### config.mk
export PLATFORM = sky130hd
export DESIGN_NAME = exception_request_arbiter_flat
export DESIGN_NICKNAME = d
export VERILOG_FILES = /design/src/rtl/exception_request_arbiter_pkg.sv /design/src/rtl/exception_request_arbiter_if.sv /design/src/rtl/exception_request_arbiter_edge_sync_detect.sv /design/src/rtl/exception_request_arbiter.sv /design/src/flat_wrapper.sv
export SDC_FILE = /design/constraint.sdc
export NUM_CORES = 1
export LEC_CHECK = 0
export ABC_AREA = 1
export CORE_UTILIZATION = 49
export DETAILED_ROUTE_END_ITERATION = 10
export GPL_ROUTABILITY_DRIVEN = 0
export PLACE_DENSITY = 0.85
export RECOVER_POWER = 100
export SETUP_SLACK_MARGIN = 0.1
export SLEW_MARGIN = 20
export SYNTH_ARGS = -nofsm -noshare
export SYNTH_HDL_FRONTEND = slang
export SYNTH_HIERARCHICAL = 1
export SYNTH_SLANG_ARGS = --single-unit
### constraint.sdc
create_clock -name clk -period 2.17 [get_ports clk]
set_input_delay 0.434 -clock clk [delete_from_list [all_inputs] [get_ports clk]]
set_output_delay 0.434 -clock clk [all_outputs]
set_load 0.02 [all_outputs]
### src/rtl/exception_request_arbiter_pkg.sv
// rtl/exception_request_arbiter_pkg.sv - shared types and sizing helpers for the exception arbiter
package exc_arb_pkg;

    localparam int DEFAULT_NUM_SRC = 3;

    typedef enum logic [1:0] {
        IDLE  = 2'd0,
        REQ   = 2'd1,
        SERVE = 2'd2
    } arb_state_t;

    // Width of a source index; never below one bit so a single source still has an id field.
    function automatic int id_w(input int num_src);
        return (num_src > 1) ? $clog2(num_src) : 1;
    endfunction

endpackage

### src/rtl/exception_request_arbiter_if.sv
// rtl/exception_request_arbiter_if.sv - request/acknowledge handshake between arbiter and CP0
interface exception_request_arbiter_if #(
    parameter int NUM_SRC = exc_arb_pkg::DEFAULT_NUM_SRC
);
    import exc_arb_pkg::*;

    localparam int ID_W = id_w(NUM_SRC);

    logic            irq_req;
    logic [ID_W-1:0] irq_id;
    logic            irq_ack;
    logic            eret;

    modport master (output irq_req, output irq_id, input irq_ack, input eret);
    modport slave  (input irq_req, input irq_id, output irq_ack, output eret);

endinterface

### src/rtl/exception_request_arbiter_edge_sync_detect.sv
// rtl/exception_request_arbiter_edge_sync_detect.sv - synchroniser plus rising-edge pulse for one source
module edge_sync_detect #(
    parameter int SYNC_STAGES = 2
) (
    input  logic clk,
    input  logic reset,
    input  logic async_in,
    output logic rise
);

    logic [SYNC_STAGES-1:0] sync_q;
    logic                   prev_q;

    always_ff @(posedge clk) begin
        if (reset) begin
            sync_q <= '0;
            prev_q <= 1'b0;
        end else begin
            sync_q <= {sync_q[SYNC_STAGES-2:0], async_in};
            prev_q <= sync_q[SYNC_STAGES-1];
        end
    end

    assign rise = sync_q[SYNC_STAGES-1] & ~prev_q;

endmodule

### src/rtl/exception_request_arbiter.sv
// rtl/exception_request_arbiter.sv - masked fixed-priority exception arbiter with nesting
module exception_request_arbiter
    import exc_arb_pkg::*;
#(
    parameter int NUM_SRC     = DEFAULT_NUM_SRC,
    parameter int SYNC_STAGES = 2,
    parameter int NEST_EN     = 1
) (
    input  logic                         clk,
    input  logic                         reset,
    input  logic [NUM_SRC-1:0]           exp_src,
    input  logic                         mask_we,
    input  logic [NUM_SRC-1:0]           mask_wdata,
    input  logic                         halt,
    exception_request_arbiter_if.master  cpu,
    output logic [NUM_SRC-1:0]           mask,
    output logic [NUM_SRC-1:0]           pending,
    output logic [NUM_SRC-1:0]           in_service,
    output logic [$clog2(NUM_SRC+1)-1:0] nest_depth,
    output logic                         spurious
);

    localparam int ID_W    = id_w(NUM_SRC);
    localparam int DEPTH_W = $clog2(NUM_SRC + 1);

    arb_state_t         state_q, state_n;
    logic [NUM_SRC-1:0] rise, prio_ok, elig, lowest_is, in_service_after, ack_onehot;
    logic [ID_W-1:0]    winner;
    logic               seen, ack_fire, eret_valid, load_req, spurious_d;

    function automatic logic [ID_W-1:0] first_set(input logic [NUM_SRC-1:0] vec);
        first_set = '0;
        for (int i = NUM_SRC - 1; i >= 0; i--) begin
            if (vec[i]) first_set = ID_W'(i);
        end
    endfunction

    for (genvar g = 0; g < NUM_SRC; g++) begin : g_src
        edge_sync_detect #(.SYNC_STAGES(SYNC_STAGES)) u_sync (
            .clk      (clk),
            .reset    (reset),
            .async_in (exp_src[g]),
            .rise     (rise[g])
        );
    end

    // A source is only eligible when no equal-or-higher priority level is currently in service.
    always_comb begin
        seen    = 1'b0;
        prio_ok = '0;
        for (int i = 0; i < NUM_SRC; i++) begin
            seen       = seen | in_service[i];
            prio_ok[i] = ~seen;
        end
        elig = pending & ~mask & prio_ok;
        if (NEST_EN == 0 && in_service != '0) elig = '0;
    end

    assign winner           = first_set(elig);
    assign lowest_is        = in_service & ~(in_service - NUM_SRC'(1));
    assign in_service_after = in_service & ~lowest_is;
    assign ack_onehot       = ack_fire ? (NUM_SRC'(1) << cpu.irq_id) : '0;

    always_comb begin
        nest_depth = '0;
        for (int i = 0; i < NUM_SRC; i++) nest_depth = nest_depth + DEPTH_W'(in_service[i]);
    end

    always_ff @(posedge clk) begin
        if (reset) state_q <= IDLE;
        else       state_q <= state_n;
    end

    always_comb begin
        state_n = state_q;
        case (state_q)
            IDLE:    if (elig != '0 && !halt) state_n = REQ;
            REQ:     if (cpu.irq_ack) state_n = SERVE;
            SERVE: begin
                // An eret takes the whole cycle; preemption is re-evaluated on the next one.
                if (cpu.eret) begin
                    if (in_service_after == '0) state_n = IDLE;
                end else if (elig != '0 && !halt) begin
                    state_n = REQ;
                end
            end
            default: state_n = IDLE;
        endcase
    end

    always_comb begin
        ack_fire   = (state_q == REQ) && cpu.irq_ack;
        eret_valid = cpu.eret && (in_service != '0) && !ack_fire;
        load_req   = (state_q != REQ) && (state_n == REQ);
        spurious_d = (cpu.irq_ack && state_q != REQ) || (cpu.eret && !eret_valid);
    end

    always_ff @(posedge clk) begin
        if (reset) begin
            mask        <= '0;
            pending     <= '0;
            in_service  <= '0;
            cpu.irq_req <= 1'b0;
            cpu.irq_id  <= '0;
            spurious    <= 1'b0;
        end else begin
            if (mask_we) mask <= mask_wdata;
            // New edge wins over the acknowledge clear of the same bit.
            pending <= (pending & ~ack_onehot) | rise;
            if (ack_fire)        in_service <= in_service | ack_onehot;
            else if (eret_valid) in_service <= in_service_after;
            if (load_req) begin
                cpu.irq_req <= 1'b1;
                cpu.irq_id  <= winner;
            end else if (ack_fire) begin
                cpu.irq_req <= 1'b0;
            end
            spurious <= spurious_d;
        end
    end

endmodule
### src/flat_wrapper.sv
// flat-port wrapper written by rule: the top's interface ports become plain ports
module exception_request_arbiter_flat import exc_arb_pkg::*;
#(
    parameter int NUM_SRC     = DEFAULT_NUM_SRC,
    parameter int SYNC_STAGES = 2,
    parameter int NEST_EN     = 1
)
  (clk, reset, exp_src, mask_we, mask_wdata, halt, mask, pending, in_service, nest_depth, spurious, cpu_irq_req, cpu_irq_id, cpu_irq_ack, cpu_eret);
  exception_request_arbiter_if #(.NUM_SRC(NUM_SRC)) cpu_i ();
  input  logic clk;
  input  logic reset;
  input  logic [NUM_SRC-1:0] exp_src;
  input  logic mask_we;
  input  logic [NUM_SRC-1:0] mask_wdata;
  input  logic halt;
  output logic [NUM_SRC-1:0] mask;
  output logic [NUM_SRC-1:0] pending;
  output logic [NUM_SRC-1:0] in_service;
  output logic [$clog2(NUM_SRC+1)-1:0] nest_depth;
  output logic spurious;
  output wire logic [$bits(cpu_i.irq_req)-1:0] cpu_irq_req;
  output wire logic [$bits(cpu_i.irq_id)-1:0] cpu_irq_id;
  input wire logic [$bits(cpu_i.irq_ack)-1:0] cpu_irq_ack;
  input wire logic [$bits(cpu_i.eret)-1:0] cpu_eret;
  assign cpu_irq_req = cpu_i.irq_req;
  assign cpu_irq_id = cpu_i.irq_id;
  assign cpu_i.irq_ack = cpu_irq_ack;
  assign cpu_i.eret = cpu_eret;
  exception_request_arbiter #(.NUM_SRC(NUM_SRC), .SYNC_STAGES(SYNC_STAGES), .NEST_EN(NEST_EN)) u_core (.clk(clk), .reset(reset), .exp_src(exp_src), .mask_we(mask_we), .mask_wdata(mask_wdata), .halt(halt), .cpu(cpu_i), .mask(mask), .pending(pending), .in_service(in_service), .nest_depth(nest_depth), .spurious(spurious));
endmodule
==> impl_results.html, run 1 <==
<table>
<tr><th>Metric</th><th>Value</th></tr>
<tr><th colspan="2">GRT</th></tr>
<tr><td>Total global routing track utilization</td><td>20.9%</td></tr>
<tr><td>Antenna violations before repair</td><td>0</td></tr>
<tr><td>Wire length of the first global-routing pass</td><td>3110 microns</td></tr>
<tr><td>Pin count of the biggest net entering global routing</td><td>18</td></tr>
<tr><td>Overflow left after global routing</td><td>0</td></tr>
<tr><td>Vias in the first global route</td><td>773</td></tr>
<tr><th colspan="2">Setup path</th></tr>
<tr><td>Ordered cell list for the critical path</td><td>inv_1, fa_1, inv_1, dlygate4sd2_1</td></tr>
<tr><td>Worst setup path startpoint</td><td>u_core/in_service[0]</td></tr>
<tr><td>Critical path endpoint</td><td>nest_depth[0]</td></tr>
<tr><td>Cell depth of the worst flop-to-flop path</td><td>10</td></tr>
<tr><td>CP max stage delay</td><td>0.54 ns</td></tr>
<tr><td>Flop2flop setup slack</td><td>0.53 ns</td></tr>
<tr><td>Data arrival at the endpoint of the critical path</td><td>1.60 ns</td></tr>
<tr><td>Reg-to-reg critical path startpoint</td><td>u_core/in_service[0]</td></tr>
<tr><td>Critical path capture point type</td><td>primary output</td></tr>
<tr><td>Required time of the critical path</td><td>1.74 ns</td></tr>
<tr><td>Critical path type</td><td>reg -&gt; out</td></tr>
<tr><td>Cell seen most often among critical-path stages</td><td>sky130_fd_sc_hd__inv_1</td></tr>
<tr><td>Cell type of the slowest stage on the worst timing path</td><td>sky130_fd_sc_hd__fa_1</td></tr>
<tr><td>Critical Path Source Type</td><td>register</td></tr>
<tr><td>Reg-to-reg endpoint</td><td>u_core/cpu.irq_id[0]</td></tr>
<tr><td>Critical Path Fanout Max</td><td>3</td></tr>
<tr><th colspan="2">Min path</th></tr>
<tr><td>Worst hold path type</td><td>reg -&gt; reg</td></tr>
<tr><th colspan="2">Routing</th></tr>
<tr><td>Violation count after the first detailed-routing iteration</td><td>21</td></tr>
<tr><td>Post-detailed-route wirelength per cell</td><td>11.0 microns</td></tr>
<tr><td>ANT nets after route</td><td>0</td></tr>
<tr><td>Vias</td><td>864</td></tr>
<tr><td>Final wirelength</td><td>1970 microns</td></tr>
<tr><td>Post-DR vias/cell</td><td>4.85</td></tr>
<tr><td>DRT Pass-1 Iters</td><td>4</td></tr>
<tr><td>DRC violations left</td><td>0</td></tr>
<tr><th colspan="2">Final layout</th></tr>
<tr><td>Utilization after layout</td><td>71.0%</td></tr>
<tr><td>Area of all sequential standard cells</td><td>483 sq um</td></tr>
<tr><td>Diode insertion count for antenna repair</td><td>0</td></tr>
<tr><td>Layout filler cell count</td><td>150</td></tr>
<tr><td>Share of layout cells above drive strength 1</td><td>5.88%</td></tr>
<tr><td>Number of nets in the final layout</td><td>168</td></tr>
<tr><td>Commonest non-fill, non-tap cell in the layout</td><td>sky130_fd_sc_hd__nor2_1</td></tr>
<tr><td>Leading cell types in the layout, fill and taps excluded</td><td>31 x sky130_fd_sc_hd__nor2_1, 25 x sky130_fd_sc_hd__inv_1, 22 x sky130_fd_sc_hd__dfxtp_1, 15 x sky130_fd_sc_hd__dlygate4sd3_1, 13 x sky130_fd_sc_hd__nand2_1</td></tr>
<tr><td>Area taken by multi-input logic gates</td><td>352 sq um</td></tr>
<tr><td>Layout overhead on the synthesized area</td><td>32.9%</td></tr>
<tr><th colspan="2">Synth</th></tr>
<tr><td>Netlist area before placement</td><td>942 sq um</td></tr>
<tr><td>Top cell type's share of synthesized area</td><td>51.0%</td></tr>
<tr><td>Post-synthesis instance total</td><td>123</td></tr>
<tr><td>Leading cell types by total area after synthesis</td><td>sky130_fd_sc_hd__dfxtp_1 51%, sky130_fd_sc_hd__nor2_1 11%, sky130_fd_sc_hd__inv_1 10%, sky130_fd_sc_hd__a21oi_1 5.3%, sky130_fd_sc_hd__nand2_1 5.2%</td></tr>
<tr><td>Synth Net Count</td><td>136</td></tr>
<tr><td>Fraction of the yosys area taken by sequential cells</td><td>51.0%</td></tr>
<tr><td>Synthesis-stage register bit count</td><td>24</td></tr>
<tr><td>Syn. warnings</td><td>6</td></tr>
<tr><td>Post-synthesis average cell area</td><td>7.66 sq um</td></tr>
<tr><td>Number of distinct library cells after synthesis</td><td>15</td></tr>
<tr><td>Library cell occupying the most area in the post-synthesis netlist</td><td>sky130_fd_sc_hd__dfxtp_1</td></tr>
<tr><th colspan="2">Floorplan</th></tr>
<tr><td>Horizontal die dimension</td><td>45.9 microns</td></tr>
<tr><td>Row count</td><td>15</td></tr>
<tr><td>Initial cell density of the core</td><td>53.4%</td></tr>
<tr><td>Die height</td><td>45.9 microns</td></tr>
<tr><td>Die ar.</td><td>2100 sq um</td></tr>
<tr><td>I/O Pins</td><td>27</td></tr>
<tr><td>Core box area</td><td>1760 sq um</td></tr>
<tr><th colspan="2">STA</th></tr>
<tr><td>Total count of max-transition violations in the final report</td><td>0</td></tr>
<tr><td>F_max</td><td>0.493 GHz</td></tr>
<tr><td>Worst Tran Pin Value</td><td>0.708 ns</td></tr>
<tr><td>Number of setup violations in the final report</td><td>0</td></tr>
<tr><td>Setup repair after global routing missed its margin</td><td>false</td></tr>
<tr><td>Final number of hold-violating endpoints</td><td>0</td></tr>
<tr><td>Fraction of the cycle the final worst path needs</td><td>93.5%</td></tr>
<tr><td>Setup TNS after final layout</td><td>0 ns</td></tr>
<tr><td>Final setup skew</td><td>0.000829 ns</td></tr>
<tr><td>Headroom to the max-slew limit</td><td>52.8%</td></tr>
<tr><td>Post-layout minimum cycle time</td><td>2.03 ns</td></tr>
<tr><th colspan="2">CTS</th></tr>
<tr><td>Clk slew on worst S/H paths</td><td>0.12 ns</td></tr>
<tr><td>Library cell used as clock root buffer</td><td>sky130_fd_sc_hd__clkbuf_4</td></tr>
<tr><td>CTS sink cnt</td><td>24</td></tr>
<tr><td>Num CTS Buffers</td><td>3</td></tr>
<tr><td>Post-cts hold buffer count</td><td>0</td></tr>
<tr><td>Clock tree from TritonCTS</td><td>yes</td></tr>
<tr><td>H-tree lvl count</td><td>1</td></tr>
<tr><td>Clock Latency Late Sink</td><td>0.31 ns</td></tr>
<tr><td>Max Buffers Root-to-Sink</td><td>2</td></tr>
<tr><th colspan="2">Power</th></tr>
<tr><td>Worst VDD drop</td><td>0.489 mV</td></tr>
<tr><td>Power per standard cell area</td><td>640 nW/um^2</td></tr>
<tr><td>Leakage</td><td>0.587 nW</td></tr>
<tr><td>Tot Pwr</td><td>802 uW</td></tr>
<tr><th colspan="2">Place</th></tr>
<tr><td>Number of port buffers</td><td>26</td></tr>
<tr><td>DP HPWL</td><td>1460 microns</td></tr>
<tr><th colspan="2">Outcome</th></tr>
<tr><td>Status</td><td>complete, no violations</td></tr>
<tr><th colspan="2">Run</th></tr>
<tr><td>Max-cap viol count</td><td>0</td></tr>
</table>
==> metrics by stage <==
stage               std cells  setup WS (ns)  area, sq um  hold WS (ns)
finish                    178          0.140         1250         0.410
global route              178         0.0735         1250         0.422
floorplan                 123          0.512          942         0.388
global placement          174          0.181         1240         0.390
CTS                       178          0.130         1270         0.413
detailed placement        174          0.144         1240         0.395
==> timing repair <==
action	CTS	global route
endpoints found under the setup margin	2	2
resized for setup	4	2
buffers inserted	1	0
==> cell type report <==
type | count | area share (%)
inverters | 25 | 7.49
flip-flops and latches | 24 | 38.6
well taps | 25 | 2.50
clock buffers | 3 | 1.80
multi-input cells | 73 | 28.1
repair buffers | 28 | 21.6
==> logic make-up (layout without fill, tap and decap cells) <==
| logic type | Yosys count | in the layout | synth area share, % |
|---|---|---|---|
| AOI/OAI and AO/OA | 19 | 19 | 12.6 |
| adders and majority gates | 1 | 1 | 2.12 |
| DFF | 24 | 24 | 51.0 |
| and+or+nand+nor | 53 | 53 | 23.9 |
| buffers and inverters | 26 | 56 | 10.4 |
==> registers in the layout, indices dropped and copies added, names as in the netlist <==
| signal | count |
|---|---|
| u_core/cpu.irq_id | 2 |
| u_core/cpu.irq_req | 1 |
| u_core/g_src.u_sync/prev_q | 3 |
| u_core/g_src.u_sync/sync_q | 6 |
| u_core/in_service | 3 |
| u_core/mask | 3 |
| u_core/pending | 3 |
| u_core/spurious | 1 |
| u_core/state_q | 2 |
==> worst min path at each step <==
stage / from / end / slack (ns) / cells past startpoint
after floorplan: u_core/g_src[0].u_sync/sync_q[0] / u_core/g_src[0].u_sync/sync_q[1] / 0.39 / 2
after global placement: u_core/g_src[2].u_sync/sync_q[0] / u_core/g_src[2].u_sync/sync_q[1] / 0.39 / 2
after detailed placement: u_core/g_src[2].u_sync/sync_q[0] / u_core/g_src[2].u_sync/sync_q[1] / 0.40 / 2
after CTS: u_core/g_src[2].u_sync/sync_q[0] / u_core/g_src[2].u_sync/sync_q[1] / 0.41 / 2
after global routing: u_core/g_src[2].u_sync/sync_q[0] / u_core/g_src[2].u_sync/sync_q[1] / 0.42 / 2
final: u_core/g_src[2].u_sync/sync_q[0] / u_core/g_src[2].u_sync/sync_q[1] / 0.41 / 2
==> cells in the mapped netlist <==
cell type	n
sky130_fd_sc_hd__nor2_1	28
sky130_fd_sc_hd__inv_1	25
sky130_fd_sc_hd__dfxtp_1	24
sky130_fd_sc_hd__nand2_1	13
sky130_fd_sc_hd__a21oi_1	10
sky130_fd_sc_hd__nand3_1	6
sky130_fd_sc_hd__o21ai_0	6
sky130_fd_sc_hd__nor2_2	3
sky130_fd_sc_hd__a221oi_1	2
sky130_fd_sc_hd__clkbuf_1	1
sky130_fd_sc_hd__fa_1	1
sky130_fd_sc_hd__nand2_2	1
sky130_fd_sc_hd__nor2_4	1
sky130_fd_sc_hd__nor3_1	1
sky130_fd_sc_hd__o211ai_4	1
==> power breakdown <==
| part | switching [mW] | internal, mW |
|---|---|---|
| combinational | 0.0760 | 0.0590 |
| clock | 0.126 | 0.0649 |
| sequential | 0.0125 | 0.464 |
==> metal layers <==
layer / GRT usage, % / part of all wire (%) / up-vias
li1: - / - / 438
met1: 24.1 / 43 / 397
met2: 35.5 / 51 / 25
met3: 3.17 / 4.6 / 4
met4: 12.9 / 1.1 / 0
met5: 0 / 0 / -
==> worst max-delay path: cells and delay by family, from the launching register on <==
kind	cells	cell delay [ns]
buf+inv	3	0.40
fa+ha+maj	1	0.54
flops	1	0.35
Note: power is estimated with default switching activity, not from simulation.
==> run 2: changes to the inputs <==
- CAP_MARGIN: unset -> 20
==> results of run 2 <==
Same layout as run 1: the final DEF is identical, and so are final timing and power.
==> run 3: changes to the inputs <==
- CORE_MARGIN: unset -> 2
- SLEW_MARGIN: 20 -> 40
==> run 3 against run 2 <==
Compared with the run above: hold slack better by 0.0051 ns; clock power is 23% higher; sequential power about the same; power rose by 4.8%; largest cell class unchanged; largest power group unchanged.
==> impl_results.html, run 3 (synthesis gave the netlist of run 1 again) <==
<table>
<tr><th>Metric</th><th>Value</th></tr>
<tr><th colspan="2">Outcome</th></tr>
<tr><td>Status</td><td>complete, no violations (unchanged)</td></tr>
<tr><th colspan="2">Setup path</th></tr>
<tr><td>Data arrival at the endpoint of the critical path</td><td>1.52 ns (was 1.60 ns)</td></tr>
<tr><td>Count of buffer and inverter cells on the critical path</td><td>3 (unchanged)</td></tr>
<tr><td>Critical path capture point type</td><td>primary output (unchanged)</td></tr>
<tr><td>Critical Path Fanout Max</td><td>3 (unchanged)</td></tr>
<tr><td>Crit-path leading delay family</td><td>adder cells (unchanged)</td></tr>
<tr><td>CP max stage delay</td><td>0.47 ns (was 0.54 ns)</td></tr>
<tr><td>Critical path type</td><td>reg -&gt; out (unchanged)</td></tr>
<tr><td>Cell seen most often among critical-path stages</td><td>sky130_fd_sc_hd__inv_1 (unchanged)</td></tr>
<tr><td>Reg-to-reg endpoint</td><td>u_core/cpu.irq_id[0] (unchanged)</td></tr>
<tr><td>Flop2flop setup slack</td><td>0.48 ns (was 0.53 ns)</td></tr>
<tr><td>Cell type of the slowest stage on the worst timing path</td><td>sky130_fd_sc_hd__fa_1 (unchanged)</td></tr>
<tr><td>Required time of the critical path</td><td>1.74 ns (about the same)</td></tr>
<tr><td>Ordered cell list for the critical path</td><td>inv_1, fa_1, inv_1, clkbuf_1 (was inv_1, fa_1, inv_1, dlygate4sd2_1)</td></tr>
<tr><td>Critical Path Source Type</td><td>register (unchanged)</td></tr>
<tr><td>Cell depth of the worst flop-to-flop path</td><td>10 (unchanged)</td></tr>
<tr><td>Reg-to-reg critical path startpoint</td><td>u_core/in_service[0] (unchanged)</td></tr>
<tr><th colspan="2">STA</th></tr>
<tr><td>Fraction of the cycle the final worst path needs</td><td>90.2% (was 93.5%)</td></tr>
<tr><td>Final number of hold-violating endpoints</td><td>0 (unchanged)</td></tr>
<tr><td>F_max</td><td>0.511 GHz (was 0.493 GHz)</td></tr>
<tr><td>Final hold slack</td><td>0.415 ns (was 0.410 ns)</td></tr>
<tr><td>Post-layout minimum cycle time</td><td>1.96 ns (was 2.03 ns)</td></tr>
<tr><td>Headroom to the max-slew limit</td><td>54.6% (was 52.8%)</td></tr>
<tr><td>Final worst setup slack</td><td>0.212 ns (was 0.140 ns)</td></tr>
<tr><td>Final setup skew</td><td>0.00792 ns (was 0.000829 ns)</td></tr>
<tr><td>Setup repair after global routing missed its margin</td><td>false (unchanged)</td></tr>
<tr><td>Number of setup violations in the final report</td><td>0 (unchanged)</td></tr>
<tr><td>Setup TNS after final layout</td><td>0 ns (unchanged)</td></tr>
<tr><td>Total count of max-transition violations in the final report</td><td>0 (unchanged)</td></tr>
<tr><td>Worst Tran Pin Value</td><td>0.681 ns (was 0.708 ns)</td></tr>
<tr><th colspan="2">CTS</th></tr>
<tr><td>H-tree lvl count</td><td>1 (unchanged)</td></tr>
<tr><td>Num CTS Buffers</td><td>3 (unchanged)</td></tr>
<tr><td>Max Buffers Root-to-Sink</td><td>2 (unchanged)</td></tr>
<tr><td>CTS sink cnt</td><td>24 (unchanged)</td></tr>
<tr><td>Clk slew on worst S/H paths</td><td>0.13 ns (was 0.12 ns)</td></tr>
<tr><td>Clock Latency Late Sink</td><td>0.32 ns (was 0.31 ns)</td></tr>
<tr><td>Clock tree from TritonCTS</td><td>yes (unchanged)</td></tr>
<tr><td>Library cell used as clock root buffer</td><td>sky130_fd_sc_hd__clkbuf_4 (unchanged)</td></tr>
<tr><th colspan="2">GRT</th></tr>
<tr><td>Pin count of the biggest net entering global routing</td><td>18 (unchanged)</td></tr>
<tr><td>Vias in the first global route</td><td>741 (was 773)</td></tr>
<tr><td>Overflow left after global routing</td><td>0 (unchanged)</td></tr>
<tr><td>Wire length of the first global-routing pass</td><td>3030 microns (was 3110 microns)</td></tr>
<tr><td>Antenna violations before repair</td><td>0 (unchanged)</td></tr>
<tr><td>Total global routing track utilization</td><td>19.8% (was 20.9%)</td></tr>
<tr><th colspan="2">Final layout</th></tr>
<tr><td>Leading cell types in the layout, fill and taps excluded</td><td>32 x sky130_fd_sc_hd__nor2_1, 25 x sky130_fd_sc_hd__inv_1, 23 x sky130_fd_sc_hd__dfxtp_1, 15 x sky130_fd_sc_hd__dlygate4sd3_1, 13 x sky130_fd_sc_hd__nand2_1 (was 31 x sky130_fd_sc_hd__nor2_1, 25 x sky130_fd_sc_hd__inv_1, 22 x sky130_fd_sc_hd__dfxtp_1, 15 x sky130_fd_sc_hd__dlygate4sd3_1, 13 x sky130_fd_sc_hd__nand2_1)</td></tr>
<tr><td>Largest register by flop count</td><td>u_core/g_src.u_sync/sync_q (unchanged)</td></tr>
<tr><td>Layout overhead on the synthesized area</td><td>31.3% (was 32.9%)</td></tr>
<tr><td>Share of layout cells above drive strength 1</td><td>4.55% (was 5.88%)</td></tr>
<tr><td>Commonest non-fill, non-tap cell in the layout</td><td>sky130_fd_sc_hd__nor2_1 (unchanged)</td></tr>
<tr><td>Number of nets in the final layout</td><td>168 (unchanged)</td></tr>
<tr><td>Flip-flop count of the largest register after layout</td><td>6 (unchanged)</td></tr>
<tr><td>Design area</td><td>1240 sq um (was 1250 sq um)</td></tr>
<tr><td>Diode insertion count for antenna repair</td><td>0 (unchanged)</td></tr>
<tr><th colspan="2">Run</th></tr>
<tr><td>Max-cap viol count</td><td>0 (unchanged)</td></tr>
<tr><th colspan="2">Floorplan</th></tr>
<tr><td>Initial cell density of the core</td><td>53.4% (unchanged)</td></tr>
<tr><td>I/O Pins</td><td>27 (unchanged)</td></tr>
<tr><td>Core box area</td><td>1760 sq um (unchanged)</td></tr>
<tr><td>Row count</td><td>15 (unchanged)</td></tr>
<tr><td>Horizontal die dimension</td><td>47.9 microns (was 45.9 microns)</td></tr>
<tr><td>Die height</td><td>47.9 microns (was 45.9 microns)</td></tr>
<tr><td>Die ar.</td><td>2290 sq um (was 2100 sq um)</td></tr>
<tr><th colspan="2">Power</th></tr>
<tr><td>Switching power share of the total</td><td>25.8% (was 26.7%)</td></tr>
<tr><td>Tot Pwr</td><td>840 uW (was 802 uW)</td></tr>
<tr><td>Internal Pwr Total</td><td>624 uW (was 588 uW)</td></tr>
<tr><td>Sequential group share of total power</td><td>56.6% (was 59.4%)</td></tr>
<tr><td>Part of the total power dissipated in combinational logic</td><td>15.5% (was 16.8%)</td></tr>
<tr><td>Worst VDD drop</td><td>0.563 mV (was 0.489 mV)</td></tr>
<tr><td>Leakage</td><td>0.582 nW (was 0.587 nW)</td></tr>
<tr><td>Power per standard cell area</td><td>679 nW/um^2 (was 640 nW/um^2)</td></tr>
<tr><td>Switching power total</td><td>217 uW (was 214 uW)</td></tr>
<tr><td>Clk pwr share</td><td>27.8% (was 23.7%)</td></tr>
<tr><th colspan="2">Routing</th></tr>
<tr><td>Post-DR vias/cell</td><td>4.73 (was 4.85)</td></tr>
<tr><td>Vias</td><td>847 (was 864)</td></tr>
<tr><td>Post-detailed-route wirelength per cell</td><td>10.4 microns (was 11.0 microns)</td></tr>
<tr><td>DRT Pass-1 Iters</td><td>5 (was 4)</td></tr>
<tr><td>ANT nets after route</td><td>0 (unchanged)</td></tr>
<tr><td>Final wirelength</td><td>1870 microns (was 1970 microns)</td></tr>
<tr><td>Violation count after the first detailed-routing iteration</td><td>19 (was 21)</td></tr>
<tr><td>DRC violations left</td><td>0 (unchanged)</td></tr>
<tr><th colspan="2">Min path</th></tr>
<tr><td>Worst hold endpoint</td><td>u_core/g_src[1].u_sync/sync_q[1] (was u_core/g_src[2].u_sync/sync_q[1])</td></tr>
<tr><td>Cell depth of the worst min-delay path</td><td>2 (unchanged)</td></tr>
<tr><td>Worst hold path type</td><td>reg -&gt; reg (unchanged)</td></tr>
<tr><td>Hold wc startpoint</td><td>u_core/g_src[1].u_sync/sync_q[0] (was u_core/g_src[2].u_sync/sync_q[0])</td></tr>
<tr><th colspan="2">Place</th></tr>
<tr><td>DP HPWL</td><td>1440 microns (was 1460 microns)</td></tr>
<tr><td>Number of port buffers</td><td>26 (unchanged)</td></tr>
<tr><td>Post-detailed-placement cell area</td><td>1240 sq um (unchanged)</td></tr>
<tr><td>Setup Slack @ Placement</td><td>0.125 ns (was 0.144 ns)</td></tr>
</table>
## run 3: cell types whose count changed in the layout (fill, tap and decap cells not counted), sizes merged
| cell | previous run | this run |
|---|---|---|
| clkdlybuf4s15 | 1 | 0 |
| dlygate4sd2 | 1 | 0 |
| clkbuf | 4 | 7 |
## run 3: power by group through the flow
stage	logic [mW]	registers, mW	clock network, mW
final	0.130	0.476	0.234
after global routing	0.145	0.479	0.253
after CTS	0.146	0.477	0.240
after detailed placement	0.144	0.487	0
after global placement	0.140	0.486	0
after floorplan	0.0596	0.503	0
## run 3: how the worst max path moves through the flow
stage,from,to,cells after the start
2_1_floorplan,u_core/in_service[0],nest_depth[0],3
4_1_cts,u_core/in_service[0],nest_depth[0],4
5_1_grt,u_core/in_service[0],nest_depth[1],4
3_5_place_dp,u_core/in_service[0],nest_depth[0],4
3_3_place_gp,u_core/in_service[0],nest_depth[0],4
6_report,u_core/in_service[0],nest_depth[0],4
## run 3: area by class of cell
class	instances	area (sq um)
fill	172	527
inverter	25	93.8
tap	25	31.3
clock buffer	4	36.3
sequential	24	482
timing repair buffer	28	259
multi-input combinational	73	335
## run 3: what timing repair did
action                                  4_1_cts  5_1_grt
resized for setup                             4        4
hold buffers                                  0        0
endpoints found under the setup margin        2        2
setup buffers                                 1        0
## run 3: per-layer routing
layer  part of all wire [%]  GRT usage [%]  vias to the layer above
met5                      0              0                        -
met4                    2.5           11.4                        0
met3                    5.8           4.53                        5
met2                     47           32.0                       24
met1                     45           24.1                      373
li1                       -              -                      445
## run 3: through the flow
| step | std cells | utilization (%) |
|---|---|---|
| after global routing | 179 | 70.1 |
| after global placement | 174 | 70.1 |
| after floorplan | 123 | - |
| after detailed placement | 174 | 70.1 |
| after CTS | 179 | 72.6 |
| final | 179 | 70.1 |
## run 3: worst reg2reg max path, cell delays in order (launching register included)
cell                       delay (ns)
sky130_fd_sc_hd__dfxtp_1         0.34
sky130_fd_sc_hd__buf_4           0.13
sky130_fd_sc_hd__nor2_1          0.22
sky130_fd_sc_hd__nand2_2         0.10
sky130_fd_sc_hd__nor2_1          0.10
sky130_fd_sc_hd__nor2_1          0.05
sky130_fd_sc_hd__nor2_1          0.19
sky130_fd_sc_hd__o211ai_1        0.22
sky130_fd_sc_hd__nand2_1         0.13
sky130_fd_sc_hd__nand2_1         0.07
sky130_fd_sc_hd__nor2_1          0.08
